<file path="src/rtl/pwm_pkg.sv">
// rtl/pwm_pkg.sv - shared constants for the multi-channel PWM generator
package pwm_pkg;

    // Counting mode of the shared timebase
    localparam logic ALIGN_EDGE   = 1'b0;
    localparam logic ALIGN_CENTER = 1'b1;

    // Count direction in center-aligned mode
    localparam logic DIR_UP   = 1'b0;
    localparam logic DIR_DOWN = 1'b1;

endpackage

</file>
<file path="src/rtl/pwm_timebase.sv">
// rtl/pwm_timebase.sv - prescaler, up/up-down counter, committed period/mode and boundary pulse
module pwm_timebase
    import pwm_pkg::*;
#(
    parameter int WIDTH      = 8,
    parameter int PRESCALE_W = 8
) (
    input  logic                  clk,
    input  logic                  rst,
    input  logic                  enable,
    input  logic [WIDTH-1:0]      period,
    input  logic                  align,
    input  logic [PRESCALE_W-1:0] prescale,
    output logic [WIDTH-1:0]      cnt,
    output logic [WIDTH-1:0]      period_cur,
    output logic                  boundary,
    output logic                  period_tick
);

    logic [PRESCALE_W-1:0] pcnt;
    logic [PRESCALE_W-1:0] pcnt_nxt;
    logic [WIDTH-1:0]      cnt_nxt;
    logic                  dir;
    logic                  dir_nxt;
    logic                  mode;
    logic                  tick;

    // Tick generation and next counter state; boundary marks the tick that ends a PWM period
    always_comb begin
        tick     = enable && (pcnt >= prescale);
        pcnt_nxt = tick ? '0 : pcnt + 1'b1;
        cnt_nxt  = cnt;
        dir_nxt  = dir;
        boundary = 1'b0;
        if (tick) begin
            if (mode == ALIGN_EDGE) begin
                // A paused period change can leave cnt above P, so wrap on >= rather than ==
                dir_nxt = DIR_UP;
                if (cnt >= period_cur) begin
                    cnt_nxt  = '0;
                    boundary = 1'b1;
                end else begin
                    cnt_nxt = cnt + 1'b1;
                end
            end else if (period_cur == '0) begin
                // Degenerate center period: counter parks at 0, every tick ends a period
                cnt_nxt  = '0;
                dir_nxt  = DIR_UP;
                boundary = 1'b1;
            end else if (dir == DIR_UP) begin
                if (cnt < period_cur) begin
                    cnt_nxt = cnt + 1'b1;
                end else if (period_cur == WIDTH'(1)) begin
                    // P = 1 never visits cnt = 1 on the way down, so the turn is the boundary
                    cnt_nxt  = '0;
                    dir_nxt  = DIR_UP;
                    boundary = 1'b1;
                end else begin
                    cnt_nxt = period_cur - 1'b1;
                    dir_nxt = DIR_DOWN;
                end
            end else begin
                if (cnt <= WIDTH'(1)) begin
                    cnt_nxt  = '0;
                    dir_nxt  = DIR_UP;
                    boundary = 1'b1;
                end else begin
                    cnt_nxt = cnt - 1'b1;
                end
            end
            // A mode switch at commit always restarts the count from 0 going up
            if (boundary && (align != mode)) begin
                cnt_nxt = '0;
                dir_nxt = DIR_UP;
            end
        end
    end

    // Counter state, committed period/mode and the registered period_tick pulse
    always_ff @(posedge clk or posedge rst) begin
        if (rst) begin
            pcnt        <= '0;
            cnt         <= '0;
            dir         <= DIR_UP;
            period_cur  <= '0;
            mode        <= ALIGN_EDGE;
            period_tick <= 1'b0;
        end else begin
            if (enable) begin
                pcnt <= pcnt_nxt;
                cnt  <= cnt_nxt;
                dir  <= dir_nxt;
            end
            // While paused the settings track live so a resume starts with them
            if (boundary || !enable) begin
                period_cur <= period;
                mode       <= align;
            end
            period_tick <= boundary;
        end
    end

    logic unused_center;
    assign unused_center = (mode == ALIGN_CENTER);

endmodule

</file>
<file path="src/rtl/pwm_multi.sv">
// rtl/pwm_multi.sv - multi-channel PWM generator with double-buffered duty and shared timebase
module pwm_multi
    import pwm_pkg::*;
#(
    parameter int WIDTH      = 8,
    parameter int CHANNELS   = 4,
    parameter int PRESCALE_W = 8,
    localparam int CH_W      = (CHANNELS > 1) ? $clog2(CHANNELS) : 1
) (
    input  logic                  clk,
    input  logic                  rst,
    input  logic                  enable,
    input  logic [WIDTH-1:0]      period,
    input  logic                  align,
    input  logic [PRESCALE_W-1:0] prescale,
    input  logic [CHANNELS-1:0]   invert,
    input  logic                  wr_en,
    input  logic [CH_W-1:0]       wr_ch,
    input  logic [WIDTH-1:0]      wr_duty,
    output logic [CHANNELS-1:0]   pwm_out,
    output logic                  period_tick
);

    logic [WIDTH-1:0] cnt;
    logic [WIDTH-1:0] period_cur;
    logic             boundary;
    logic             commit;

    pwm_timebase #(
        .WIDTH      (WIDTH),
        .PRESCALE_W (PRESCALE_W)
    ) u_timebase (
        .clk         (clk),
        .rst         (rst),
        .enable      (enable),
        .period      (period),
        .align       (align),
        .prescale    (prescale),
        .cnt         (cnt),
        .period_cur  (period_cur),
        .boundary    (boundary),
        .period_tick (period_tick)
    );

    // Active duties reload at each period boundary, and continuously while paused
    assign commit = boundary || !enable;

    for (genvar i = 0; i < CHANNELS; i++) begin : g_ch
        logic [WIDTH-1:0] shadow_q;
        logic [WIDTH-1:0] active_q;
        logic             wr_hit;
        logic             raw;
        logic             out_q;

        // Out-of-range channel numbers match no decode and are dropped
        assign wr_hit = wr_en && (wr_ch == CH_W'(i));

        // Duty >= P saturates to 100 %, so full-scale duty at full-scale period stays high
        assign raw = (cnt < active_q) || (active_q >= period_cur);

        // Shadow takes writes at once; active loads at commit with same-cycle write-through
        always_ff @(posedge clk or posedge rst) begin
            if (rst) begin
                shadow_q <= '0;
                active_q <= '0;
            end else begin
                if (wr_hit) begin
                    shadow_q <= wr_duty;
                end
                if (commit) begin
                    active_q <= wr_hit ? wr_duty : shadow_q;
                end
            end
        end

        // Registered output, forced low while paused regardless of inversion
        always_ff @(posedge clk or posedge rst) begin
            if (rst) begin
                out_q <= 1'b0;
            end else begin
                out_q <= enable && (raw ^ invert[i]);
            end
        end

        assign pwm_out[i] = out_q;
    end

endmodule

</file>
<file path="config.mk">
export PLATFORM = sky130hd
export DESIGN_NAME = pwm_multi
export DESIGN_NICKNAME = d
export VERILOG_FILES = /design/src/rtl/pwm_pkg.sv /design/src/rtl/pwm_timebase.sv /design/src/rtl/pwm_multi.sv
export SDC_FILE = /design/constraint.sdc
export NUM_CORES = 1
export LEC_CHECK = 0
export CAP_MARGIN = 30
export CORE_MARGIN = 1.5
export CORE_UTILIZATION = 61
export CTS_BUF_LIST = sky130_fd_sc_hd__clkbuf_2 sky130_fd_sc_hd__clkbuf_4 sky130_fd_sc_hd__clkbuf_8
export CTS_CLUSTER_DIAMETER = 150
export DETAILED_ROUTE_END_ITERATION = 12
export PLACE_DENSITY = 0.86
export SKIP_CTS_REPAIR_TIMING = 1
export SLEW_MARGIN = 25
export SYNTH_ARGS = -nofsm -noshare
export SYNTH_HDL_FRONTEND = slang
export SYNTH_SLANG_ARGS = --single-unit
</file>
<file path="constraint.sdc">
create_clock -name clk -period 4.42 [get_ports clk]
set_input_delay 0.884 -clock clk [delete_from_list [all_inputs] [get_ports clk]]
set_output_delay 0.884 -clock clk [all_outputs]
set_load 0.02 [all_outputs]
</file>
==> metrics.csv, run 1 <==
metric;value;unit
status;complete, no violations;
dr.first_iter.drc_count;339;
p_int;1.970;mW
cts.sinks;95;
hold_class;register to register;
synth_edf_count;0;
cts_tree;done;
critPathArrivalTime;3770;ps
ios;40;
ant_nets;0;
coreArea;9774;sq um
route.detailed.drc;0;
clock_path_buffers;2;
gp_congestion;0.9190;
power_density;483.4;nW/um^2
synth_top_area_share;38.81;%
syn_avg_cell_area;10.77;sq um
crit_required;4690;ps
synth-main-ff-cell;dfrtp_1;
setup_violations;0;
grtUsageTotal;28.62;%
synth_cell_type_count;47;
grt-ovfl-total;0;
skew;13.02;ps
async_flop_share;100.0;%
power_leakage;3.147;nW
p_sw_share;40.21;%
synthTopCellsByArea;dfrtp_1 39%, ha_1 17%, mux2_2 12%;
combPwrFrac;42.3;%
rsz0062_at_grt;false;
ir_worst_vdd;0.2169;mV
crit_fanout;41;
pwr-share-clk;16.9;%
synthesis.area;6126;sq um
cp_slowest_cell;nor3b_1;
max_freq;285.8;MHz
hpwlAfterDp;10.23;mm
die_x;103.2;um
synth_area_leader_cell;dfrtp_1;
mostFrequentLayoutCells;95 x dfrtp_1, 82 x ha_1, 65 x mux2_2, 58 x inv_1, 39 x clkdlybuf4s50_1;
max_cap_viol_count;0;
drt-wirelength-per-cell;18.24;um
synth.yosys.seq_area_share;38.81;%
critPathMaxStageDelay;590;ps
cts_buffers;9;
crit_path_cell_trace;inv_1 > ha_1 > nor3b_1 > a21boi_0 > o41a_1 > o22a_1 > o21ai_4 > buf_4 > mux2_2;
grt_pass1_wl;23.13;mm
critPathCaptureType;register;
antenna_found_initial;0;
syn_inst;569;
initial_utilization;62.67;%
row_count;36;
slew_viol_final;0;
utilization;69.73;%
seqCellArea;2377;sq um
synthToLayoutAreaGrowth;11.25;%
p_seq_share;40.8;%
dr.pass1.iters;5;
fin_crit;3499;ps
whs;502.6;ps
period_share;79.15;%
port_buffers;39;
n_fill_cell;748;
dieArea;10650;sq um
vias_per_cell;6.135;
drive_gt1_share;15.66;%
cp_num_buf_inv;2;
start_kind;register;
diodes;0;
syn_nets;686;
route.vias.total;4577;
clk_latency;390;ps
nNetsFinal;725;
h-tree-depth;3;
finalPower;3.294;mW
clk_pin_slew_worst_paths;90;ps
finalSetupTns;0;ps
ys_warn_count;0;
yosys_register_bits;95;
critPathKind;register to register;
die_h;103.2;um
multi_input_area;3406;sq um
hold_violations;0;
cpLargestDelayFamily;compound AO/OA/AOI/OAI gates;
maxSlewHeadroom;49.05;%
p_switching;1.325;mW
grt_max_degree;55;
cts-root-buf;clkbuf_8;
grt_pass1_vias;4724;
tightestPinTransition;757.2;ps
mostFrequentLayoutCell;dfrtp_1;
wl;13.61;mm
-- layer usage --
metal / vias up / track usage [%] / share of wire, %
li1: 2158 / - / -
met1: 2239 / 37.66 / 44
met2: 148 / 47.32 / 48
met3: 32 / 5.309 / 5.6
met4: 0 / 10.91 / 2.5
met5: - / 0 / 0
-- cell usage after synthesis (all sizes together), types with 13 or more instances --
| master | number |
|---|---|
| nand2 | 13 |
| nand3 | 17 |
| nor2 | 26 |
| inv | 59 |
| a21oi | 17 |
| mux2 | 73 |
| dfrtp | 95 |
| nand2b | 14 |
| a211oi | 20 |
| ha | 82 |
| o21ai | 16 |
| a21o | 14 |
-- per-stage QoR --
step,setup WS (ps),std cells,area [sq um]
finish,921.4,746,6815
global placement,1000,729,6608
floorplan,1059,569,6126
global route,753.9,746,6815
detailed placement,903.2,729,6608
CTS,939.7,745,6795
-- worst register-to-register path: cells and delay by family (launching register included) --
kind / cells / cell delay (ps)
flops: 1 / 430
simple gates: 1 / 590
compound gates: 4 / 960
fa+ha+maj: 1 / 240
mux: 1 / 450
buf+inv: 2 / 720
-- worst paths after layout --
check | startpoint | end | slack, ps | cells past startpoint
worst max-delay path | u_timebase.period_cur[1] | u_timebase.period_cur[1] | 920 | 9
worst min-delay path | g_ch[2].shadow_q[1] | g_ch[2].shadow_q[1] | 500 | 1
worst max register to register | u_timebase.period_cur[1] | u_timebase.period_cur[1] | 920 | 9
worst min register to register | g_ch[2].shadow_q[1] | g_ch[2].shadow_q[1] | 500 | 1
max in group asynchronous | rst | u_timebase.mode | 2790 | 4
min in group asynchronous | rst | g_ch[2].shadow_q[6] | 800 | 2
-- power groups by stage --
stage | clock, mW | sequential (mW) | combinational [mW]
2_1_floorplan | 0 | 1.22 | 1.09
3_3_place_gp | 0 | 1.34 | 1.28
4_1_cts | 0.570 | 1.34 | 1.38
3_5_place_dp | 0 | 1.35 | 1.36
5_1_grt | 0.609 | 1.37 | 1.59
6_report | 0.556 | 1.34 | 1.39
-- final cells by class --
class / count / area share [%]
multi-input cells: 397 / 49.97
clock inverters: 6 / 0.7343
inverters: 59 / 3.268
well taps: 133 / 2.442
repair buffers: 46 / 6.683
clock buffers: 10 / 2.019
flip-flops and latches: 95 / 34.88
-- sequential cells by signal, indices dropped and copies added (netlist names) --
| name | flops |
|---|---|
| u_timebase.mode | 1 |
| u_timebase.period_cur | 8 |
| u_timebase.cnt | 8 |
| g_ch.shadow_q | 32 |
| g_ch.out_q | 4 |
| u_timebase.dir | 1 |
| u_timebase.pcnt | 8 |
| g_ch.active_q | 32 |
| u_timebase.period_tick | 1 |
-- logic make-up after synthesis --
| family | Yosys count | synth area share (%) |
|---|---|---|
| xor+xnor | 15 | 2.145 |
| simple gates | 108 | 9.211 |
| flops | 95 | 38.81 |
| fa+ha+maj | 82 | 16.75 |
| mux | 75 | 13.75 |
| buf+inv | 77 | 5.596 |
| compound gates | 117 | 13.75 |
Note: power is estimated with default switching activity, not from simulation.
==> run 2, diff against run 1 <==
clock period = 3.3 ns   (was 4.42 ns; I/O delays follow)
==> run 2 against run 1 <==
Critical path depth is the same. Final area rose by 1.5%. Clock power up 36%. Combinational power rose by 48%. Sequential cell count did not move. First-iteration DRC count decreased by 33%. Register-to-register slack worse by 650 ps. Worst hold slack worse by 0.74 ps. Via count shrank 0.59%. Clock skew up 3.0 ps. Die area did not move. Critical path type unchanged. Critical endpoint is now u_timebase.period_cur[5]. Highest routed layer unchanged.
==> metrics.csv, run 2 (synthesis results as in run 1) <==
metric;value;unit
status;complete, no violations;
coreArea;9774;sq um
max_freq;330.7;MHz
cts-root-buf;clkbuf_8;
whs;501.9;ps
grtUsageTotal;28.21;%
r2r_slack;280;ps
max_cap_viol_count;0;
skew;15.98;ps
setup_violations;0;
period_share;91.63;%
clk_pin_slew_worst_paths;90;ps
dr.first_iter.drc_count;226;
largestRegisters;g_ch.active_q x32, g_ch.shadow_q x32;
grt_pass1_wl;22.73;mm
drt-wirelength-per-cell;18.09;um
utilization;70.79;%
port_buffers;39;
placed_area;6730;sq um
tightestPinTransition;806.4;ps
slew_viol_final;0;
hold_class;register to register;
route.detailed.drc;0;
route.vias.total;4550;
die_h;103.2;um
vias_per_cell;6.003;
gp_congestion;0.9154;
whs_path_depth;1;
die_x;103.2;um
start_kind;register;
cts_buffers;9;
diodes;0;
initial_utilization;62.67;%
ir_worst_vdd;0.2722;mV
grt-ovfl-total;0;
grt_pass1_vias;4516;
worstSetupStartpoint;u_timebase.period_cur[6];
r2r-start;u_timebase.period_cur[6];
wl;13.71;mm
crit_required;3560;ps
dieArea;10650;sq um
antenna_found_initial;0;
dr.pass1.iters;5;
power_density;652.7;nW/um^2
finalSetupTns;0;ps
r2r_cells;9;
hold_violations;0;
cts.sinks;95;
crit_fanout;41;
grt_max_degree;54;
finalPower;4.516;mW
drive_gt1_share;17.28;%
final_area;6919;sq um
fin_crit;3024;ps
ios;40;
clk_latency;380;ps
critPathCaptureType;register;
reg2reg_to;u_timebase.period_cur[5];
cts_tree;done;
power_leakage;3.215;nW
hpwlAfterDp;10.17;mm
maxSlewHeadroom;45.74;%
ant_nets;0;
mostFrequentLayoutCell;dfrtp_1;
critPathKind;register to register;
synthToLayoutAreaGrowth;12.95;%
clock_path_buffers;2;
nNetsFinal;737;
critPathArrivalTime;3280;ps
mostFrequentLayoutCells;95 x dfrtp_1, 82 x ha_1, 65 x mux2_2, 58 x inv_1, 39 x clkdlybuf4s50_1;
hold_start;g_ch[0].shadow_q[0];
hold_end;g_ch[0].shadow_q[0];
h-tree-depth;3;
row_count;36;
rsz0062_at_grt;false;
[run 2: routing by layer]
metal / vias to the layer above / global-route usage (%) / part of all wire, %
met4: 0 / 10.71 / 2.6
met1: 2221 / 37.76 / 45
met2: 114 / 46.36 / 48
li1: 2183 / - / -
met3: 32 / 4.772 / 4.7
met5: - / 0 / 0
[run 2: layout make-up]
class                   count  area [sq um]
clock buffers              10         131.4
multi-input cells         397          3406
well taps                 133         166.4
inverters                  59         222.7
flip-flops and latches     95          2377
fillers                   749          2855
clock inverters             6         57.56
repair buffers             58         558.0
[run 2: worst max-delay path by stage]
stage	end	slack, ps	cells past startpoint
2_1_floorplan	g_ch[0].active_q[0]	160	1
3_3_place_gp	u_timebase.period_cur[6]	400	9
3_5_place_dp	g_ch[1].active_q[2]	300	9
4_1_cts	u_timebase.period_cur[5]	320	9
5_1_grt	g_ch[3].active_q[1]	90	9
6_report	u_timebase.period_cur[5]	280	9
[run 2: critical path, stage by stage, from the launching register on]
cell	delay, ps
dfrtp_1	440
inv_1	200
ha_1	370
nand4_1	180
a211oi_1	470
nor4_1	150
o22a_1	280
o21ai_4	160
buf_12	230
mux2_2	370
[run 2: where the power goes]
group | switching, mW | internal [mW] | total [mW] | leakage [nW]
registers | 0.265 | 1.43 | 1.70 | 1.14
logic | 1.10 | 0.966 | 2.06 | 1.98
clock network | 0.454 | 0.303 | 0.756 | 0.0991
total | 1.81 | 2.70 | 4.52 | 3.22
[run 2: stage by stage]
| step | instances | setup slack (ps) |
|---|---|---|
| after global placement | 742 | 399.7 |
| after floorplan | 569 | 163.0 |
| after CTS | 758 | 322.6 |
| after global routing | 758 | 88.41 |
| after detailed placement | 742 | 301.9 |
| final | 758 | 276.2 |
